File: config.mk
export PLATFORM = sky130hd
export DESIGN_NAME = maze_step_controller
export DESIGN_NICKNAME = d
export VERILOG_FILES = /design/src/rtl/maze_pkg.sv /design/src/rtl/maze_move_calc.sv /design/src/rtl/maze_step_controller.sv
export SDC_FILE = /design/constraint.sdc
export NUM_CORES = 1
export LEC_CHECK = 0
export BUFFER_PORTS_ARGS = -buffer_cell sky130_fd_sc_hd__buf_4
export CORE_ASPECT_RATIO = 1.2
export CORE_MARGIN = 4
export CORE_UTILIZATION = 35
export CTS_BUF_LIST = sky130_fd_sc_hd__clkbuf_16
export CTS_CLUSTER_SIZE = 25
export DETAILED_ROUTE_END_ITERATION = 16
export PLACE_DENSITY_LB_ADDON = 0.25
export SETUP_SLACK_MARGIN = 0.1
export SLEW_MARGIN = 20
export SYNTH_ARGS = -nofsm -noshare
export SYNTH_HDL_FRONTEND = slang
export SYNTH_SLANG_ARGS = --single-unit
File: constraint.sdc
create_clock -name clk -period 7.55 [get_ports clk]
set_clock_uncertainty 0.15 [all_clocks]
set_input_delay 0.3775 -clock clk [delete_from_list [all_inputs] [get_ports clk]]
set_output_delay 0.3775 -clock clk [all_outputs]
set_load 0.1 [all_outputs]
File: src/rtl/maze_pkg.sv
// Shared encodings for the 5x5 maze step controller: actions, FSM states,
// episode-end reasons and grid constants.
package maze_pkg;

  localparam int STATE_W         = 6;
  localparam int MAZE_GRID_W     = 5;
  localparam int MAZE_GOAL_STATE = 25;

  typedef enum logic [1:0] {
    ACT_UP    = 2'd0,
    ACT_DOWN  = 2'd1,
    ACT_LEFT  = 2'd2,
    ACT_RIGHT = 2'd3
  } maze_act_e;

  typedef enum logic [1:0] {
    ST_IDLE     = 2'd0,
    ST_WAIT_ACT = 2'd1,
    ST_EVAL     = 2'd2,
    ST_RESULT   = 2'd3
  } maze_state_e;

  typedef enum logic [1:0] {
    DR_NONE    = 2'd0,
    DR_GOAL    = 2'd1,
    DR_HAZARD  = 2'd2,
    DR_TIMEOUT = 2'd3
  } maze_done_e;

endpackage

File: src/rtl/maze_move_calc.sv
// Combinational move: (cur_state, action) -> destination, with any move that
// would leave the grid clamped to cur_state.
module maze_move_calc
  import maze_pkg::*;
#(
  parameter int GRID_W = MAZE_GRID_W
) (
  input  logic [STATE_W-1:0] cur_state,
  input  logic [1:0]         action,
  output logic [STATE_W-1:0] nxt_state
);

  logic [STATE_W-1:0] idx;
  logic [STATE_W-1:0] row;
  logic [STATE_W-1:0] col;

  assign idx = cur_state - STATE_W'(1);

  // Constant compare chain replaces the divide by GRID_W.
  always_comb begin
    row = '0;
    for (int r = 1; r < GRID_W; r++) begin
      if (idx >= STATE_W'(r * GRID_W)) row = STATE_W'(r);
    end
    col = idx - STATE_W'(32'(row) * GRID_W);
  end

  always_comb begin
    nxt_state = cur_state;
    case (action)
      ACT_UP:    if (row != '0)                    nxt_state = cur_state - STATE_W'(GRID_W);
      ACT_DOWN:  if (row != STATE_W'(GRID_W - 1))  nxt_state = cur_state + STATE_W'(GRID_W);
      ACT_LEFT:  if (col != '0)                    nxt_state = cur_state - STATE_W'(1);
      ACT_RIGHT: if (col != STATE_W'(GRID_W - 1))  nxt_state = cur_state + STATE_W'(1);
      default:   nxt_state = cur_state;
    endcase
  end

endmodule

File: src/rtl/maze_step_controller.sv
// One Q-learning episode on the maze: accepts an action, resolves the clamped
// destination, samples the external reward generator and returns the result.
module maze_step_controller
  import maze_pkg::*;
#(
  parameter int GRID_W      = MAZE_GRID_W,
  parameter int START_STATE = 1,
  parameter int GOAL_STATE  = MAZE_GOAL_STATE,
  parameter int MAX_STEPS   = 64,
  parameter int CNT_W       = 16
) (
  input  logic                      clk,
  input  logic                      rst_n,
  input  logic                      start,
  input  logic                      action_valid,
  input  logic [1:0]                action,
  output logic                      action_ready,
  output logic [STATE_W-1:0]        query_state,
  input  logic signed [15:0]        query_reward,
  output logic                      result_valid,
  input  logic                      result_ready,
  output logic [STATE_W-1:0]        cur_state,
  output logic [STATE_W-1:0]        next_state,
  output logic signed [15:0]        reward,
  output logic                      terminal,
  output logic [1:0]                done_reason,
  output logic                      busy,
  output logic [CNT_W-1:0]          episode_cnt
);

  localparam int STEP_W = $clog2(MAX_STEPS + 1);
  localparam logic [STEP_W-1:0] LAST_CNT = STEP_W'(MAX_STEPS - 1);

  maze_state_e        state, state_nxt;
  logic [STEP_W-1:0]  step_cnt;
  logic [STATE_W-1:0] move_nxt;
  logic               is_goal, is_hazard, is_timeout;

  maze_move_calc #(.GRID_W(GRID_W)) u_move (
    .cur_state (cur_state),
    .action    (action),
    .nxt_state (move_nxt)
  );

  // Reward generator always sees the registered destination, so its input
  // never glitches while the result is being held.
  assign query_state = next_state;

  assign is_goal    = (next_state == STATE_W'(GOAL_STATE));
  assign is_hazard  = (query_reward < 16'sd0);
  assign is_timeout = (step_cnt == LAST_CNT);

  always_ff @(posedge clk or negedge rst_n) begin
    if (!rst_n) state <= ST_IDLE;
    else        state <= state_nxt;
  end

  always_comb begin
    state_nxt = state;
    case (state)
      ST_IDLE:     if (start)        state_nxt = ST_WAIT_ACT;
      ST_WAIT_ACT: if (action_valid) state_nxt = ST_EVAL;
      ST_EVAL:                       state_nxt = ST_RESULT;
      ST_RESULT:   if (result_ready) state_nxt = terminal ? ST_IDLE : ST_WAIT_ACT;
      default:                       state_nxt = ST_IDLE;
    endcase
  end

  always_comb begin
    action_ready = (state == ST_WAIT_ACT);
    result_valid = (state == ST_RESULT);
    busy         = (state != ST_IDLE);
  end

  always_ff @(posedge clk or negedge rst_n) begin
    if (!rst_n) begin
      cur_state   <= STATE_W'(START_STATE);
      next_state  <= '0;
      reward      <= '0;
      terminal    <= 1'b0;
      done_reason <= DR_NONE;
      step_cnt    <= '0;
      episode_cnt <= '0;
    end else begin
      case (state)
        ST_IDLE: if (start) begin
          cur_state <= STATE_W'(START_STATE);
          step_cnt  <= '0;
        end
        ST_WAIT_ACT: if (action_valid) next_state <= move_nxt;
        ST_EVAL: begin
          reward   <= query_reward;
          terminal <= is_goal | is_hazard | is_timeout;
          if      (is_goal)    done_reason <= DR_GOAL;
          else if (is_hazard)  done_reason <= DR_HAZARD;
          else if (is_timeout) done_reason <= DR_TIMEOUT;
          else                 done_reason <= DR_NONE;
        end
        ST_RESULT: if (result_ready) begin
          cur_state <= next_state;
          step_cnt  <= step_cnt + 1'b1;
          if (terminal && (episode_cnt != '1)) episode_cnt <= episode_cnt + 1'b1;
        end
        default: ;
      endcase
    end
  end

endmodule

## Yosys cells after proc, flatten, opt, wreduce, memory -nomap -nowiden

Index checks and enable logic that the tools add are counted.

- Logic and storage cells: 71
- Output and inout port bits: 56
- Bits of input ports: 23
- Register bits: 56

- Bitwise operators: 2
- Equality and inequality tests: 14
- Order comparisons: 5
- Reduce and logical (&&, ||, !) cells: 11
- Multiplexer cells: 23
- Add/sub/neg operators: 7
- Multiply operators: 1

Operators with widths:

| operator | number |
|---|---|
| two-way mux 6 bit | 6 |
| one-hot mux 6 bit (4 select lines) | 1 |
| adder 16 x 1 -> 16 bit, second input constant | 1 |
| < comparator 16 x 1 -> 1 bit, second input constant | 1 |
| two-way mux 2 bit | 8 |
| != test 16 bit, second input constant | 1 |
| two-way mux 7 bit | 2 |
| one-hot mux 7 bit (2 select lines) | 1 |
| greater-or-equal comparator 6 x 4 -> 1 bit, second input constant | 2 |
| one-hot mux 6 bit (2 select lines) | 1 |
| nonzero test 6 bit | 2 |
| AND reduction 3 bit | 3 |
| == test 2 bit, second input constant | 4 |
| one-hot mux 2 bit (4 select lines) | 1 |
| adder 7 x 1 -> 7 bit, second input constant | 1 |
| == test 7 x 6 -> 1 bit, second input constant | 1 |
| adder 6 x 1 -> 6 bit, second input constant | 1 |
| adder 6 x 3 -> 6 bit, second input constant | 1 |
| == test 6 x 5 -> 1 bit, second input constant | 1 |
| greater-or-equal comparator 6 x 3 -> 1 bit, second input constant | 1 |
| greater-or-equal comparator 6 x 5 -> 1 bit, second input constant | 1 |
| multiplier 3 x 3 -> 6 bit, second input constant | 1 |
| != test 6 x 3 -> 1 bit, second input constant | 1 |
| subtractor 6 x 1 -> 6 bit, second input constant | 1 |
| 13 further kinds | 19 |

## Depth between registers and ports, before layout

Gate-level depths: netlist (run 1).

- Word-level depth: 11
- Depth in mapped cells: 21
- Mapped depth without buffers: 19

## Cells and area by module

A second synthesis (run 1) with hierarchy kept.

- Cell total of the unflattened synthesis: 380
- Area total of the unflattened synthesis: 3,767.4 µm²

By module, submodules not included:

| module | cells each | times used | area an instance (µm²) |
|---|---|---|---|
| maze_step_controller | 225 | 1 | 2,636.3 |
| maze_move_calc | 155 | 1 | 1,131.1 |

## Worst setup path after synthesis (run 1)

Ideal clock, no wire load.

- Kind: register to register
- Start point: register cur_state[0]
- End point: register next_state[5]
- Path buffers: 2
- Slack: 2.274 ns
- Setup time: 0.135 ns
- Stages on the path, launching flop included: 19
- Arrival time: 4.991 ns
- Data required time: 7.265 ns
- Cells stage by stage: dfstp_2 -> clkbuf_1 -> inv_1 -> ha_1 -> clkbuf_1 -> nor3b_1 -> a211o_1 -> a32o_2 -> or2_1 -> ha_1 -> inv_1 -> ha_1 -> a21o_1 -> a21o_1 -> a2111oi_2 -> o211ai_2 -> nand2b_1 -> a311oi_1 -> a31oi_1

- Word-level cells in the longest chain between the ends: 11
- Elaborated cells on any way between the ends: 23

Ends and longest elaborated chain:

| item | RTL line | RTL |
|---|---|---|
| start, declared | maze_step_controller.sv:22 | `output logic [STATE_W-1:0] cur_state,` |
| start signal, assigned | maze_step_controller.sv:77 | `cur_state <= STATE_W'(START_STATE);` |
| start signal, assigned | maze_step_controller.sv:87 | `cur_state <= STATE_W'(START_STATE);` |
| start signal, assigned | maze_step_controller.sv:100 | `cur_state <= next_state;` |
| subtractor 6 x 1 -> 6 bit | maze_move_calc.sv:17, maze_move_calc.sv:33 |  |
| greater-or-equal comparator 6 x 3 -> 1 bit | maze_move_calc.sv:23 | `if (idx >= STATE_W'(r * GRID_W)) row = STATE_W'(r);` |
| two-way mux 1 bit | maze_move_calc.sv:23 |  |
| two-way mux 2 bit (2 in series) | maze_move_calc.sv:23 |  |
| two-way mux 3 bit | maze_move_calc.sv:23 |  |
| multiplier 3 x 3 -> 6 bit | maze_move_calc.sv:25 | `col = idx - STATE_W'(32'(row) * GRID_W);` |
| subtractor 6 bit | maze_move_calc.sv:25 |  |
| != test 6 x 3 -> 1 bit / nonzero test 6 bit (equally long branches) | maze_move_calc.sv:34, maze_move_calc.sv:33 |  |
| two-way mux 6 bit (on tied branches) | maze_move_calc.sv:34, maze_move_calc.sv:33 |  |
| one-hot mux 6 bit (4 select lines) * | maze_move_calc.sv:30 | `case (action)` |
| end signal, assigned | maze_step_controller.sv:90 | `ST_WAIT_ACT: if (action_valid) next_state <= move_nxt;` |
| end, declared | maze_step_controller.sv:23 | `output logic [STATE_W-1:0] next_state,` |

Mark *: on every way between the ends. The rest lies on a longest branch, timed or not.
A chain may end at the register's enable or synchronous reset.

## Final worst setup path (run 1)

- Start point: register cur_state[1]
- End point: register next_state[0]

- Word-level cells in the longest chain between the ends: 11
- Elaborated cells on any way between the ends: 20

Ends and longest elaborated chain:

| item | RTL line | RTL |
|---|---|---|
| subtractor 6 x 1 -> 6 bit * | maze_move_calc.sv:17 | `assign idx = cur_state - STATE_W'(1);` |
| greater-or-equal comparator 6 x 3 -> 1 bit | maze_move_calc.sv:23 |  |
| two-way mux 1 bit | maze_move_calc.sv:23 |  |
| two-way mux 2 bit (2 in series) | maze_move_calc.sv:23 |  |
| two-way mux 3 bit | maze_move_calc.sv:23 |  |
| multiplier 3 x 3 -> 6 bit | maze_move_calc.sv:25 |  |
| subtractor 6 bit | maze_move_calc.sv:25 |  |
| != test 6 x 3 -> 1 bit / nonzero test 6 bit (equally long branches) | maze_move_calc.sv:34, maze_move_calc.sv:33 |  |
| two-way mux 6 bit (on tied branches) | maze_move_calc.sv:34, maze_move_calc.sv:33 |  |
| one-hot mux 6 bit (4 select lines) * | maze_move_calc.sv:30 |  |

Marks and branches as above.

==> flow_summary.toml, run 1 <==
[status]
status = "complete, but fails checks"
violations = "hold timing"

[timing]
setup_violations = 0
final-hold-violation-count = 16
rsz0062_at_grt = "no"
fmax_mhz = 180.1
maxSlewHeadroom_pct = 39.70
fin_ws_ns = 1.997
fin_crit_sh_pct = 73.56
period_minus_slack_ns = 5.553
hold_ws_ns = -0.03058
fin_tns_setup_ns = 0
tightestPinTransition_ns = 0.9045
maxSlewViolCount = 0

[layout]
fill_cells = 1095
final_cell_mix = "buf_4, dfrtp_1, nor2_1"
utilization_pct = 42.79
area_growth_pct = 19.43
antenna_cells = 0
final_common_cell = "buf_4"
drive_above_1_share_pct = 25.00
nets = 526

[grt]
grt_pass1_wl_um = 17480
grt_overflow = 0
grt_util_all_layers_pct = 16.00
grt_pass1_vias = 3490
antenna_found_initial = 0
grt_start_max_net_pins = 57

[clocking]
cts_root_buffer = "clkbuf_16"
cts_setup_buffers = 0
clk_latency_ns = 0.30
cts_tree = "built"
cts.sinks = 56
hold_buffers = 0
cts_resized = 0
htreeDepth = 2
clockBufferDepth = 2
numCtsBuffers = 5
clk_pin_slew_ns = 0.07

[yosys]
synth_area_leaders = "dfrtp_1, ha_1, mux2_2"
synthArstFlopShare_pct = 100.0
synth_area_per_cell_um2 = 9.325
synth_cell_types = 72
ys_warn_count = 0
yosysTopAreaCellShare_pct = 34.81
ys_ff_latch = 56
synth_area_um2 = 3954
synth_edf_count = 0
synth_fp_nets = 467
yosys.area.top_type = "dfrtp_1"
yosysSeqAreaShare_pct = 35.47
synthCells = 424
synth_ff_type = "dfrtp_1"

[floorplan]
die_width_um = 105.0
rows = 42
die_area_um2 = 13070
core_area_um2 = 11040
die_h_um = 124.4
io-pin-count = 79
start_util_pct = 35.83

[setup_path]
arrival_ns = 5.58
required_ns = 7.58
rr_worst_depth = 18
start_kind = "flop"
cp-end-kind = "flop"
critPathMaxFanout = 17
crit_type = "reg -> reg"

[drt]
ant_nets = 0
routed_wl_um = 10610
drt-wirelength-per-cell_um = 17.22
dr.pass1.iters = 5
vias = 3535
viasPerCell = 5.739
drc = 0
initialDrtViolationCount = 283

[placed_design]
dp_hpwl_um = 7867
gp_congestion = 0.9332
place_ws_ns = 2.058
io_buffers = 78

[flow_run]
max_cap_violations = 0

[min_path]
hold_class = "in -> async"
==> final cells by class <==
cell class / instances / area (um^2) / area share, %
Multi-Input combinational cell: 321 / 2342 / 49.60
Sequential cell: 56 / 1403 / 29.70
Timing Repair Buffer: 78 / 585.6 / 12.40
Tap cell: 132 / 165.2 / 3.498
Clock buffer: 5 / 125.1 / 2.650
Inverter: 21 / 78.83 / 1.669
Clock inverter: 3 / 22.52 / 0.4769
==> stage by stage <==
stage          std cells  cell area [um^2]  hold slack [ns]
2_1_floorplan        424              3954         -0.06809
3_3_place_gp         608              4574           0.3260
3_5_place_dp         608              4574           0.3383
4_1_cts              616              4722          0.01581
5_1_grt              616              4722          0.03460
6_report             616              4722         -0.03058
==> worst paths after layout <==
kind                                             start                           to  slack, ns
min reg2reg                episode_cnt[11]$_DFFE_PN0P_  episode_cnt[11]$_DFFE_PN0P_       0.35
min                                              rst_n  episode_cnt[11]$_DFFE_PN0P_      -0.03
max                           cur_state[1]$_DFFE_PN0P_    next_state[0]$_DFFE_PN0P_       2.00
max in group asynchronous                        rst_n        reward[0]$_DFFE_PN0N_       6.79
min in group clk                       query_reward[8]        reward[8]$_DFFE_PN0N_       0.16
max reg2reg                   cur_state[1]$_DFFE_PN0P_    next_state[0]$_DFFE_PN0P_       2.00
==> registers in the layout, indices dropped and copies added (netlist names) <==
signal	count
terminal	1
done_reason	2
reward	16
cur_state	6
state	2
step_cnt	7
next_state	6
episode_cnt	16
==> cells in the mapped netlist, drive strengths merged (3+ instances only) <==
| master | n |
|---|---|
| nor3 | 17 |
| nand2 | 29 |
| or3 | 5 |
| nand4 | 5 |
| nand2b | 8 |
| clkbuf | 17 |
| a211o | 4 |
| a21o | 3 |
| a31oi | 4 |
| a21oi | 11 |
| xnor2 | 23 |
| inv | 21 |
| nor2 | 34 |
| mux2i | 5 |
| xor2 | 9 |
| o211ai | 6 |
| a22o | 5 |
| o2111ai | 4 |
| nor3b | 4 |
| nand3 | 22 |
| and3 | 8 |
| o22ai | 3 |
| dfrtp | 55 |
| buf | 9 |
| o221ai | 4 |
| o31ai | 4 |
| o21ai | 18 |
| ha | 19 |
| and2 | 4 |
| mux2 | 19 |
| nor2b | 5 |
==> routing by layer <==
metal  GRT usage, %  routed length, um  up-vias
li1               -                  -     1653
met1          20.67               4681     1725
met2          25.61               4932      141
met3          4.406                763       16
met4          5.637                231        0
met5              0                  0        -
==> worst max-delay path: stages (launching register included) <==
cell       delay [ns]
dfrtp_1          0.59
inv_1            0.31
ha_1             0.60
nor3_1           0.19
or4b_4           0.53
a41oi_2          0.27
o22ai_2          0.15
inv_2            0.09
ha_1             0.15
inv_1            0.07
fa_1             0.45
nand2b_1         0.18
a21oi_1          0.18
xnor2_1          0.10
a2111oi_2        0.43
o211ai_2         0.28
nor4_1           0.45
or4_1            0.18
nand3_1          0.07
==> kinds of logic after synthesis <==
kind of cell / share of synthesized area (%)
AND/OR/NAND/NOR: 19.49
multiplexers: 6.677
flip-flops: 35.47
XOR/XNOR: 7.753
buffers and inverters: 5.285
AO/OA/AOI/OAI: 18.80
adder cells (fa/ha/maj): 6.519
Power of run 1 is left out: the tool's default activity adds up to more than one toggle a clock period on the data nets, which glitch-free logic cannot reach.
==> run 2, diff against run 1 <==
Clock period 7.55 ns to 4.75 ns, I/O delays scaled along.
==> flow_summary.toml, run 2 (synthesis results as in run 1) <==
[clocking]
clockBufferDepth = 2
htreeDepth = 2
cts_root_buffer = "clkbuf_16"
cts.sinks = 56
clk_latency_ns = 0.30
cts_tree = "built"
clk_pin_slew_ns = 0.08
numCtsBuffers = 5

[timing]
fin_tns_setup_ns = 0
tightestPinTransition_ns = 0.8590
period_minus_slack_ns = 4.455
setup_violations = 0
maxSlewViolCount = 0
final-hold-violation-count = 0
fin_crit_sh_pct = 93.79
fmax_mhz = 224.5
rsz0062_at_grt = "no"
maxSlewHeadroom_pct = 42.73
hold_ws_ns = 0.01680

[setup_path]
worst_r2r_endpoint = "next_state[3]$_DFFE_PN0P_"
start_kind = "flop"
crit_type = "reg -> reg"
required_ns = 4.77
arrival_ns = 4.48
r2r_slack_ns = 0.29
critPathMaxFanout = 13
reg2reg_from = "cur_state[0]$_DFFE_PN1P_"
rr_worst_depth = 19
cp-end-kind = "flop"

[layout]
final_cell_mix = "buf_4, dfrtp_1, nor2_1"
nets = 546
antenna_cells = 0
drive_above_1_share_pct = 31.94
final_common_cell = "buf_4"
final_area_um2 = 5042
area_growth_pct = 27.53
top_regs = "episode_cnt x16, reward x16, step_cnt x7"

[grt]
grt_util_all_layers_pct = 16.49
grt_pass1_wl_um = 17850
grt_pass1_vias = 3573
grt_overflow = 0
antenna_found_initial = 0
grt_start_max_net_pins = 57

[floorplan]
io-pin-count = 79
start_util_pct = 35.83
die_area_um2 = 13070
die_width_um = 105.0
rows = 42
die_h_um = 124.4
core_area_um2 = 11040

[min_path]
min_path_cells = 2
worstHoldStart = "query_reward[1]"
hold_class = "in -> reg"
hold_end = "reward[1]$_DFFE_PN0N_"

[drt]
routed_wl_um = 10920
initialDrtViolationCount = 181
vias = 3552
dr.pass1.iters = 4
drc = 0
viasPerCell = 5.585
drt-wirelength-per-cell_um = 17.18
ant_nets = 0

[placed_design]
io_buffers = 78
gp_congestion = 0.9225
dpl-instance-area_um2 = 4790
dp_hpwl_um = 8286

[status]
status = "completed"

[flow_run]
max_cap_violations = 0
run 2: changes by cell type in the layout (fill, tap and decap cells not counted), sizes merged:
| cell | change |
|---|---|
| clkinvlp | +2 |
| clkinv | -1 |
| buf | +19 |
| dlygate4sd3 | +1 |
| inv | -1 |
run 2: layout make-up:
| type | instances | area [um^2] |
|---|---|---|
| inverter | 21 | 82.58 |
| fill | 1060 | 5993 |
| timing repair buffer | 98 | 738.2 |
| clock buffer | 5 | 125.1 |
| multi-input combinational | 321 | 2496 |
| tap | 132 | 165.2 |
| clock inverter | 3 | 27.53 |
| sequential | 56 | 1408 |
run 2: worst max-delay path by stage:
stage / from / end / slack, ns / cells past startpoint
2_1_floorplan: cur_state[0]$_DFFE_PN1P_ / next_state[1]$_DFFE_PN0P_ / 0.02 / 18
3_5_place_dp: cur_state[0]$_DFFE_PN1P_ / next_state[3]$_DFFE_PN0P_ / 0.10 / 16
5_1_grt: cur_state[0]$_DFFE_PN1P_ / next_state[3]$_DFFE_PN0P_ / 0.12 / 18
3_3_place_gp: cur_state[0]$_DFFE_PN1P_ / next_state[3]$_DFFE_PN0P_ / 0.16 / 16
6_report: cur_state[0]$_DFFE_PN1P_ / next_state[3]$_DFFE_PN0P_ / 0.29 / 19
4_1_cts: cur_state[0]$_DFFE_PN1P_ / next_state[5]$_DFFE_PN0P_ / 0.19 / 18
run 2: metal layers:
metal | GRT usage (%) | share of wire [%]
met1 | 19.41 | 42
met2 | 28.83 | 50
met3 | 3.214 | 4.7
met4 | 7.336 | 3.2
met5 | 0 | 0
run 2: critical path, stage by stage (launching register included):
cell and delay [ns]:
dfstp_4 0.48, clkinvlp_4 0.11, ha_4 0.22, nor2b_1 0.10, or4b_4 0.54, a41oi_4 0.24, o22ai_2 0.16, inv_2 0.09
ha_2 0.17, inv_2 0.04, ha_1 0.16, nand2b_1 0.17, a21o_1 0.19, a21o_1 0.20, nor2_2 0.12, o31ai_2 0.12
o211a_4 0.27, a2111oi_4 0.45, mux2i_1 0.25, o211ai_1 0.11
run 2: metrics by stage:
step | std cells | worst slack, ns | util (%)
2_1_floorplan | 424 | 0.02169 | -
3_3_place_gp | 623 | 0.1588 | 43.40
3_5_place_dp | 623 | 0.1010 | 43.40
4_1_cts | 632 | 0.1855 | 44.92
5_1_grt | 636 | 0.1191 | 45.69
6_report | 636 | 0.2949 | 45.69
run 2: timing repair:
item                       in CTS  in global routing
setup endpoints to repair       1                  5
pin swaps                       0                  3
hold buffers                    1                  0
resized for setup               1                  9
setup buffers                   0                  4
hold endpoints to repair       55                  0
Power of run 2 is left out for the same reason.
==> run 3, diff against run 2 <==
Settings changed: PLACE_DENSITY from default to 0.64, PLACE_DENSITY_LB_ADDON 0.25 to default.
==> flow_summary.toml, run 3 (synthesis results as in run 1) <==
[setup_path]
critPathMaxFanout = 10
cp-end-kind = "flop"
start_kind = "flop"
reg2reg_from = "cur_state[0]$_DFFE_PN1P_"
arrival_ns = 4.54
crit_path_start = "cur_state[0]$_DFFE_PN1P_"
required_ns = 4.77
crit_type = "reg -> reg"

[grt]
grt_start_max_net_pins = 57
grt_pass1_wl_um = 17810
antenna_found_initial = 0
grt_util_all_layers_pct = 16.47
grt_pass1_vias = 3588
grt_overflow = 0

[placed_design]
gp_congestion = 0.9523
dp_hpwl_um = 8315
io_buffers = 78
placed_cells = 621

[clocking]
htreeDepth = 2
clk_pin_slew_ns = 0.07
cts_tree = "built"
cts_root_buffer = "clkbuf_16"
clockBufferDepth = 2
clk_latency_ns = 0.30
cts.sinks = 56
numCtsBuffers = 5

[layout]
antenna_cells = 0
fin_cells = 639
drive_above_1_share_pct = 32.54
utilization_pct = 45.84
fill_cells = 1053
final_cell_mix = "buf_4, dfrtp_1, nor2_1"
final_common_cell = "buf_4"
nets = 550
top_regs = "episode_cnt x16, reward x16, step_cnt x7"
area_growth_pct = 27.94

[timing]
rsz0062_at_grt = "no"
maxSlewHeadroom_pct = 43.33
maxSlewViolCount = 0
setup_violations = 0
fin_tns_setup_ns = 0
tightestPinTransition_ns = 0.8501
final-hold-violation-count = 0
period_minus_slack_ns = 4.516
fin_crit_sh_pct = 95.08
fmax_mhz = 221.4

[min_path]
hold_class = "in -> reg"
worstHoldStart = "query_reward[9]"

[floorplan]
die_area_um2 = 13070
start_util_pct = 35.83
die_h_um = 124.4
rows = 42
io-pin-count = 79
die_width_um = 105.0
core_area_um2 = 11040

[drt]
vias = 3587
dr.pass1.iters = 5
drt-wirelength-per-cell_um = 17.59
initialDrtViolationCount = 190
routed_wl_um = 11240
ant_nets = 0
drc = 0
viasPerCell = 5.613

[status]
status = "completed"

[flow_run]
max_cap_violations = 0
[run 3: critical path, cell delays in order, from the launching register on]
cell and delay, ns:
dfstp_4 0.67, clkinvlp_4 0.15, ha_4 0.30, nor3b_1 0.15, a211o_1 0.25, a32o_2 0.31, or2_1 0.25, ha_1 0.21
inv_2 0.07, ha_4 0.24, a21o_1 0.17, a21o_1 0.18, a2111oi_4 0.39, o211ai_4 0.19, buf_4 0.18, nor4_2 0.28
or4_1 0.17, nand3_1 0.08
[run 3: worst paths after layout]
| kind | end | slack (ns) | depth (start not counted) |
|---|---|---|---|
| worst max-delay path | next_state[0]$_DFFE_PN0P_ | 0.23 | 17 |
| worst min-delay path | reward[9]$_DFFE_PN0N_ | 0.02 | 2 |
| worst max register to register | next_state[0]$_DFFE_PN0P_ | 0.23 | 17 |
| worst min register to register | episode_cnt[9]$_DFFE_PN0P_ | 0.34 | 1 |
| max in group asynchronous | cur_state[1]$_DFFE_PN0P_ | 3.55 | 2 |
| min in group asynchronous | episode_cnt[6]$_DFFE_PN0P_ | 0.38 | 2 |
[run 3: layout make-up]
class / count / area, um^2 / area share, %
Sequential cell: 56 / 1408 / 27.83
Clock inverter: 2 / 16.27 / 0.3215
Clock buffer: 5 / 125.1 / 2.473
Inverter: 21 / 82.58 / 1.632
Tap cell: 132 / 165.2 / 3.265
Timing Repair Buffer: 102 / 765.7 / 15.14
Multi-Input combinational cell: 321 / 2496 / 49.34
[run 3: layer usage]
metal  wire [um]  part of all wire [%]  GRT usage, %  vias to the layer above
li1            -                     -             -                     1699
met1        4459                    40         19.61                     1688
met2        5615                    50         28.07                      168
met3         782                   7.0         3.421                       32
met4         382                   3.4         7.954                        0
met5           0                     0             0                        -
[run 3: timing repair]
item / CTS / global route
pin swaps: 0 / 4
endpoints found under the setup margin: 3 / 6
gates resized for setup: 3 / 7
hold buffers: 1 / 0
setup buffers: 0 / 10
hold endpoints to repair: 55 / 0
[run 3: metrics by stage]
step                worst slack [ns]  hold slack [ns]  area, um^2
floorplan                    0.02169          -0.2081        4078
global placement             0.07667           0.1869        4775
detailed placement          -0.04772           0.1900        4775
CTS                           0.1133          0.01187        4946
global route                 0.07594         0.009501        5059
finish                        0.2336          0.01687        5059
Power of run 3 is left out for the same reason.
